File: src/rtl/fx2_bridge_pkg.sv
// Shared types and helpers for the FX2 16-bit slave-FIFO bridges.
// FX2_BYTE_SWAP_EN selects low-byte-first beats on the FX2 bus.
package fx2_bridge_pkg;

  localparam int BEATS    = 4;
  localparam int W_WIDE   = 64;
  localparam int W_NARROW = 16;
  localparam logic [1:0] LAST_CNT = 2'(BEATS - 1);

  typedef enum logic {
    IDLE,
    SEND
  } state_t;

  function automatic logic [W_NARROW-1:0] beat(input logic [W_NARROW-1:0] x);
`ifdef FX2_BYTE_SWAP_EN
    return {x[7:0], x[15:8]};
`else
    return x;
`endif
  endfunction

endpackage

File: src/rtl/b64_1to4_bridge.sv
// Serialises 64-bit words into four 16-bit FX2 write beats, MS beat first.
// Beat byte order follows FX2_BYTE_SWAP_EN (see fx2_bridge_pkg::beat).
module b64_1to4_bridge
  import fx2_bridge_pkg::*;
#(
  parameter logic [15:0] IDLE_VAL = 16'h0000
) (
  input  logic        clk_i,
  input  logic        rst_n,
  input  logic [63:0] d_i,
  input  logic        d_i_valid,
  output logic        d_i_ready,
  output logic [15:0] d_o,
  output logic        d_o_en,
  input  logic        d_o_ready,
  output logic        busy
);

  state_t              r_state;
  logic [W_WIDE-1:0]   r_sh;
  logic [W_WIDE-1:0]   r_hold;
  logic                r_hold_v;
  logic [1:0]          r_cnt;
  logic [W_NARROW-1:0] r_d_o;
  logic                r_d_o_en;

  state_t              w_state_next;
  logic [W_WIDE-1:0]   w_sh_next;
  logic [W_WIDE-1:0]   w_hold_next;
  logic                w_hold_v_next;
  logic [1:0]          w_cnt_next;
  logic [W_NARROW-1:0] w_d_o_next;
  logic                w_d_o_en_next;
  logic                w_accept;

  assign w_accept  = d_i_valid & ~r_hold_v;
  assign d_i_ready = ~r_hold_v;
  assign d_o       = r_d_o;
  assign d_o_en    = r_d_o_en;
  assign busy      = (r_state == SEND) | r_hold_v;

  always_ff @(posedge clk_i or negedge rst_n) begin
    if (!rst_n) begin
      r_state  <= IDLE;
      r_sh     <= '0;
      r_hold   <= '0;
      r_hold_v <= 1'b0;
      r_cnt    <= '0;
      r_d_o    <= IDLE_VAL;
      r_d_o_en <= 1'b0;
    end else begin
      r_state  <= w_state_next;
      r_sh     <= w_sh_next;
      r_hold   <= w_hold_next;
      r_hold_v <= w_hold_v_next;
      r_cnt    <= w_cnt_next;
      r_d_o    <= w_d_o_next;
      r_d_o_en <= w_d_o_en_next;
    end
  end

  always_comb begin
    w_state_next  = r_state;
    w_sh_next     = r_sh;
    w_hold_next   = r_hold;
    w_hold_v_next = r_hold_v;
    w_cnt_next    = r_cnt;
    w_d_o_next    = r_d_o;
    w_d_o_en_next = 1'b0;

    unique case (r_state)
      IDLE: begin
        if (w_accept) begin
          w_sh_next    = d_i;
          w_cnt_next   = '0;
          w_state_next = SEND;
        end
      end
      SEND: begin
        if (d_o_ready) begin
          w_d_o_next    = beat(r_sh[W_WIDE-1 -: W_NARROW]);
          w_d_o_en_next = 1'b1;
          w_sh_next     = r_sh << W_NARROW;
          w_cnt_next    = r_cnt + 2'd1;
          // Last beat: refill from hold first, then straight from the source.
          if (r_cnt == LAST_CNT) begin
            if (r_hold_v) begin
              w_sh_next     = r_hold;
              w_hold_v_next = 1'b0;
            end else if (w_accept) begin
              w_sh_next = d_i;
            end else begin
              w_state_next = IDLE;
            end
          end else if (w_accept) begin
            w_hold_next   = d_i;
            w_hold_v_next = 1'b1;
          end
        end else if (w_accept) begin
          w_hold_next   = d_i;
          w_hold_v_next = 1'b1;
        end
      end
      default: w_state_next = IDLE;
    endcase
  end

endmodule

File: config.mk
export PLATFORM = sky130hd
export DESIGN_NAME = b64_1to4_bridge
export DESIGN_NICKNAME = d
export VERILOG_FILES = /design/src/rtl/fx2_bridge_pkg.sv /design/src/rtl/b64_1to4_bridge.sv
export SDC_FILE = /design/constraint.sdc
export NUM_CORES = 1
export LEC_CHECK = 0
export CORE_AREA = 4 4 146 148
export CTS_BUF_LIST = sky130_fd_sc_hd__clkbuf_4
export DETAILED_ROUTE_END_ITERATION = 7
export DIE_AREA = 0 0 150 152
export SETUP_SLACK_MARGIN = 0.4
export SLEW_MARGIN = 15
export SYNTH_ARGS = -nofsm -noshare
export SYNTH_HDL_FRONTEND = slang
export SYNTH_SLANG_ARGS = --single-unit
File: constraint.sdc
create_clock -name clk_i -period 3.7 [get_ports clk_i]
set_input_delay 0.925 -clock clk_i [delete_from_list [all_inputs] [get_ports clk_i]]
set_output_delay 0.925 -clock clk_i [all_outputs]
set_load 0.02 [all_outputs]
# Yosys cells after proc, flatten, opt, wreduce, memory -nomap -nowiden

Index checks and enable logic that the tools add are counted.

Register bits: 149
Bits of input ports: 68
Output and inout bits: 19
Logic and storage cells: 41

$add $sub $neg: 1
Eq/ne operators: 4
Multiplexer cells: 22
Bitwise operators: 4
Reduce and logical (&&, ||, !) cells: 3

Operator list:

| kind                | number |
|---|---|
| $mux 64             | 8 |
| $pmux 64 s2         | 1 |
| $mux 1              | 9 |
| $ne 2x2->1 const B  | 3 |
| $reduce_and 2->1    | 3 |
| $mux 2              | 2 |
| $pmux 2 s2          | 1 |
| $add 2x1->2 const B | 1 |
| $eq 2x2->1 const B  | 1 |
| $not 1->1           | 2 |
| $pmux 1 s2          | 1 |
| $and 1x1->1         | 1 |
| $or 1x1->1          | 1 |

# Depth between registers and ports, before layout

Depth after elaboration: 7
Depth in mapped cells: 7
Gate-level depth less buffers: 4

# Worst setup path before layout

No wires, ideal clock.

Kind: register to output
Start point: reg r_hold_v
End point: out busy
Data arrival time: 1.311 ns
Required time: 2.775 ns
Path slack: 1.464 ns
Stages on the path, launching flop included: 6
Buffers on the path: 4
Cells stage by stage: dfrtp_1 -> buf_4 -> buf_4 -> buf_2 -> buf_2 -> or2_2

Cells in the longest elaborated chain, start to end: 1

Ends and longest elaborated chain:

| item                   | RTL line              | source |
|---|---|---|
| start, declared        | b64_1to4_bridge.sv:22 | `logic r_hold_v;` |
| start signal, assigned | b64_1to4_bridge.sv:55 | `r_hold_v <= w_hold_v_next;` |
| $or 1x1->1             | b64_1to4_bridge.sv:40 | `assign busy = (r_state == SEND) \| r_hold_v;` |
| end, declared          | b64_1to4_bridge.sv:16 | `output logic busy` |

Every way passes these cells.

# Final worst setup path

Start point: reg r_hold_v
End point: out d_i_ready

Cells in the longest elaborated chain, start to end: 1

Ends and longest elaborated chain:

| item          | RTL line              | source |
|---|---|---|
| $not 1->1     | b64_1to4_bridge.sv:37 | `assign d_i_ready = ~r_hold_v;` |
| end, declared | b64_1to4_bridge.sv:12 | `output logic d_i_ready,` |

Every way passes these cells.

==> metrics.log <==
[metrics] most used flip-flop cell after synthesis: dfrtp_1
[metrics] first-iteration detailed-routing DRC count: around 510
[metrics] Starting Density: 0.391
[metrics] NetSw: approximately 2600 uW
[metrics] quantity of gates resized following cts: 0
[metrics] cell type with the largest total area after synthesis: dfrtp_1
[metrics] count of non-filler cells in the finished layout: 1101
[metrics] Mapped Cells: 776
[metrics] via count of the first global-routing pass: 6396
[metrics] master of the slowest instance on the critical path: dfrtp_4
[metrics] kind of end point of the critical path: output pin
[metrics] highest ir drop seen on vdd: ~0.00026 V
[metrics] endpoint arrival time on the critical path: 2180 ps
[metrics] first-pass GRT wire length: ~35000 um
[metrics] part of the Yosys area used for sequential elements: 0.475
[metrics] slack of the critical path: 597 ps
[metrics] Root Buffer: clkbuf_4
[metrics] DIE AREA: 22800 um2
[metrics] register bit count reported by yosys: 149
[metrics] count of antenna-violating nets left after detailed routing: 0
[metrics] number of placed instances with taps included: 1068
[metrics] Max Clock Skew: 19.6 ps
[metrics] TritonCTS clock tree: built
[metrics] maximum clock frequency: 322 MHz
[metrics] final clock period utilization by the worst path: 0.839
[metrics] clock latency reported for the late side of the worst-skew pair: 570 ps
[metrics] TritonCTS Buffers: 17
[metrics] via count of the routed design: 6447
[metrics] PnR Total Power: 6770 uW
[metrics] clock-pin slew of the registers on the worst-case setup and hold paths: 140 ps
[metrics] number of buffers added to fix hold violations after cts: 0
[metrics] Post-CTS Setup Repair Bufs: 0
[metrics] setup repair after global routing missed its margin: no
[metrics] Final Slew Violations: 0
[metrics] number of different library cells in the post-synthesis netlist: 33
[metrics] maximum number of pins on one net before global-route repair: 115
[metrics] crit path kind: flip-flop to output pin
[metrics] count of standard-cell rows: 52
[metrics] worst-path cell chain: inv_1 > clkdlybuf4s50_1
[metrics] area of the mapped netlist: 7840 um2
[metrics] power per cell area: 745 nW/um2
[metrics] Min-Delay Path Class: input pin to asynchronous set/reset pin
[metrics] status: complete, no violations
[metrics] routability congestion estimate: 0.800
[metrics] H-tree levels: 4
[metrics] sequential fraction of design power: 0.447
[metrics] Layout Nets: 886
[metrics] DRC violations left: 0
[metrics] total number of yosys warnings: 0
[metrics] worst slew margin relative to its limit: 0.215
[metrics] worst-margin pin slew: 1180 ps
[metrics] Mean Syn Cell Area: between 10 and 15 um2
[metrics] CP max stage delay: 680 ps
[metrics] fraction of layout cells with a size suffix above 1: 0.175
[metrics] final hold viol count: 0
[metrics] antenna violations before repair: 1
[metrics] data required time at the worst endpoint: 2770 ps
[metrics] fraction of synthesis flops using an asynchronous set or reset pin: 1.00
[metrics] Int Pwr: approximately 4100 uW
[metrics] number of top-level pins: 87
[metrics] half-perimeter wire length of the detailed placement result: 13400 um
[metrics] Cell Area, Placed: 8810 um2
[metrics] max cap viols: 0
[metrics] post-detailed-routing wire length: 22100 um
[metrics] synthesis-to-layout area growth: 15.8%
[metrics] number of iterations in the first detailed-routing pass: 5
[metrics] count of flip-flops with a built-in enable after synthesis: 0
[metrics] Buf/Inv on CP: 2
[metrics] combined global-route utilization of all metal layers: 0.193
[metrics] Largest delay share family, worst path: buffers and inverters
[metrics] die span in y: about 150 um
[metrics] global route total overflow: 0
[metrics] share of total power consumed by net switching: 0.390
[metrics] fill cell total of the finished layout: 1914
[metrics] portion of total power attributed to the clock network: 0.151
[metrics] most common library cells after synthesis: 149 x dfrtp_1, 109 x nand2_1, 63 x nand3b_1, 61 x mux2_2, 60 x a31oi_1
[metrics] Area contributors post-synth: dfrtp_1 48%, mux2_2 8.8%, nand3b_1 6.0%
[metrics] standby leakage power: 0.00355 uW
[metrics] final instance area: 9080 um2
[metrics] vias per cell: between 5 and 6
[metrics] WL/cell: 20.1 um
[metrics] die width: 150 um
[metrics] time the worst path needs with I/O delays and setup: 3100 ps
[metrics] number of buffers on the longest clock path: 2
[metrics] endpoints failing setup: 0
[metrics] Core Region: roughly 20000 um2
[metrics] dpl ws: 693 ps
[metrics] critical path startpoint category: flip-flop
[metrics] Sink Count: roughly 150
[metrics] leading cell type by number of instances after synthesis: dfrtp_1
[metrics] fraction of synthesized cell area taken by the top area cell type: 0.475
[metrics] total negative slack: 0 ps
[metrics] worst-path maximum fanout: 39
[metrics] combinational fraction of design power: 0.403
[metrics] post-synthesis net count: roughly 850
[metrics] number of buffer cells added on primary ports: 86
-- layout make-up --
type | instances | area [um2] | area share
antenna | 1 | 2.50 | 0.000276
tap | 270 | 338 | 0.0372
timing repair buffer | 104 | 1020 | 0.112
multi-input combinational | 542 | 3710 | 0.408
clock buffer | 18 | 135 | 0.0149
sequential | 149 | 3730 | 0.411
inverter | 3 | 11.3 | 0.00124
clock inverter | 14 | 135 | 0.0149
-- per-layer routing --
metal / track usage / wire, um / share of wire / vias up
met5: 0 / 0 / 0 / -
met4: 0.0688 / 518 / 0.023 / 0
met3: 0.0384 / 1270 / 0.058 / 30
met2: 0.307 / 10700 / 0.48 / 211
met1: 0.264 / 9650 / 0.44 / 3254
li1: - / - / - / 2952
-- kinds of logic after synthesis --
logic type / after synthesis / synth area share
compound gates: 207 / 0.178
fa+ha+maj: 1 / 0.00160
buf+inv: 85 / 0.0526
flops: 149 / 0.475
mux: 64 / 0.0919
simple gates: 270 / 0.201
-- stage by stage --
step	utilization	hold slack, ps
finish	0.453	329
detailed placement	0.440	457
CTS	0.453	363
floorplan	-	438
global placement	0.440	455
global route	0.453	356
-- placed cells by master (no fill, tap or decap), types with 4 or more instances in the layout --
cell             instances
and3_1                   6
clkinvlp_4               4
o221ai_1                25
nand2_1                108
or2_2                   26
o21a_1                   5
nor3_1                  34
a21o_1                  33
o21ai_1                 18
clkinv_2                 4
o21ai_0                 12
mux2_2                  61
a32oi_1                 17
nand3b_1                63
o32a_1                   5
clkdlybuf4s50_1         84
dfrtp_1                147
buf_4                   17
clkbuf_4                18
a21oi_1                 31
a31oi_1                 60
nor4bb_1                25
-- sequential cells by signal (all words and copies together), names as in the netlist --
| name | cells |
|---|---|
| r_hold | 64 |
| r_sh | 64 |
| d_o | 16 |
| r_cnt | 2 |
| d_o_en | 1 |
| r_hold_v | 1 |
| r_state | 1 |
-- power by group through the flow --
stage | Sequential, uW | Combinational, uW | Clock, uW
4_1_cts | 3020 | 2740 | 1050
5_1_grt | 3110 | 3000 | 1110
2_1_floorplan | 2880 | 2000 | 0
3_3_place_gp | 3010 | 2660 | 0
6_report | 3020 | 2720 | 1020
3_5_place_dp | 3060 | 2730 | 0
-- final timing paths --
check                                     start              endpoint  slack, ps  cells after the start
max                        r_hold_v$_DFFE_PN0P_             d_i_ready        600                      2
min                                       rst_n  r_sh[51]$_DFFE_PN0P_        330                      1
max reg2reg                   r_state$_DFF_PN0_  r_sh[30]$_DFFE_PN0P_       1140                      6
min reg2reg                r_sh[63]$_DFFE_PN0P_   d_o[15]$_DFFE_PN0P_        490                      2
max in group asynchronous                 rst_n  r_sh[11]$_DFFE_PN0P_       2410                      2
min in group clk_i         r_sh[63]$_DFFE_PN0P_   d_o[15]$_DFFE_PN0P_        490                      2
(Power assumes the default switching activity.)
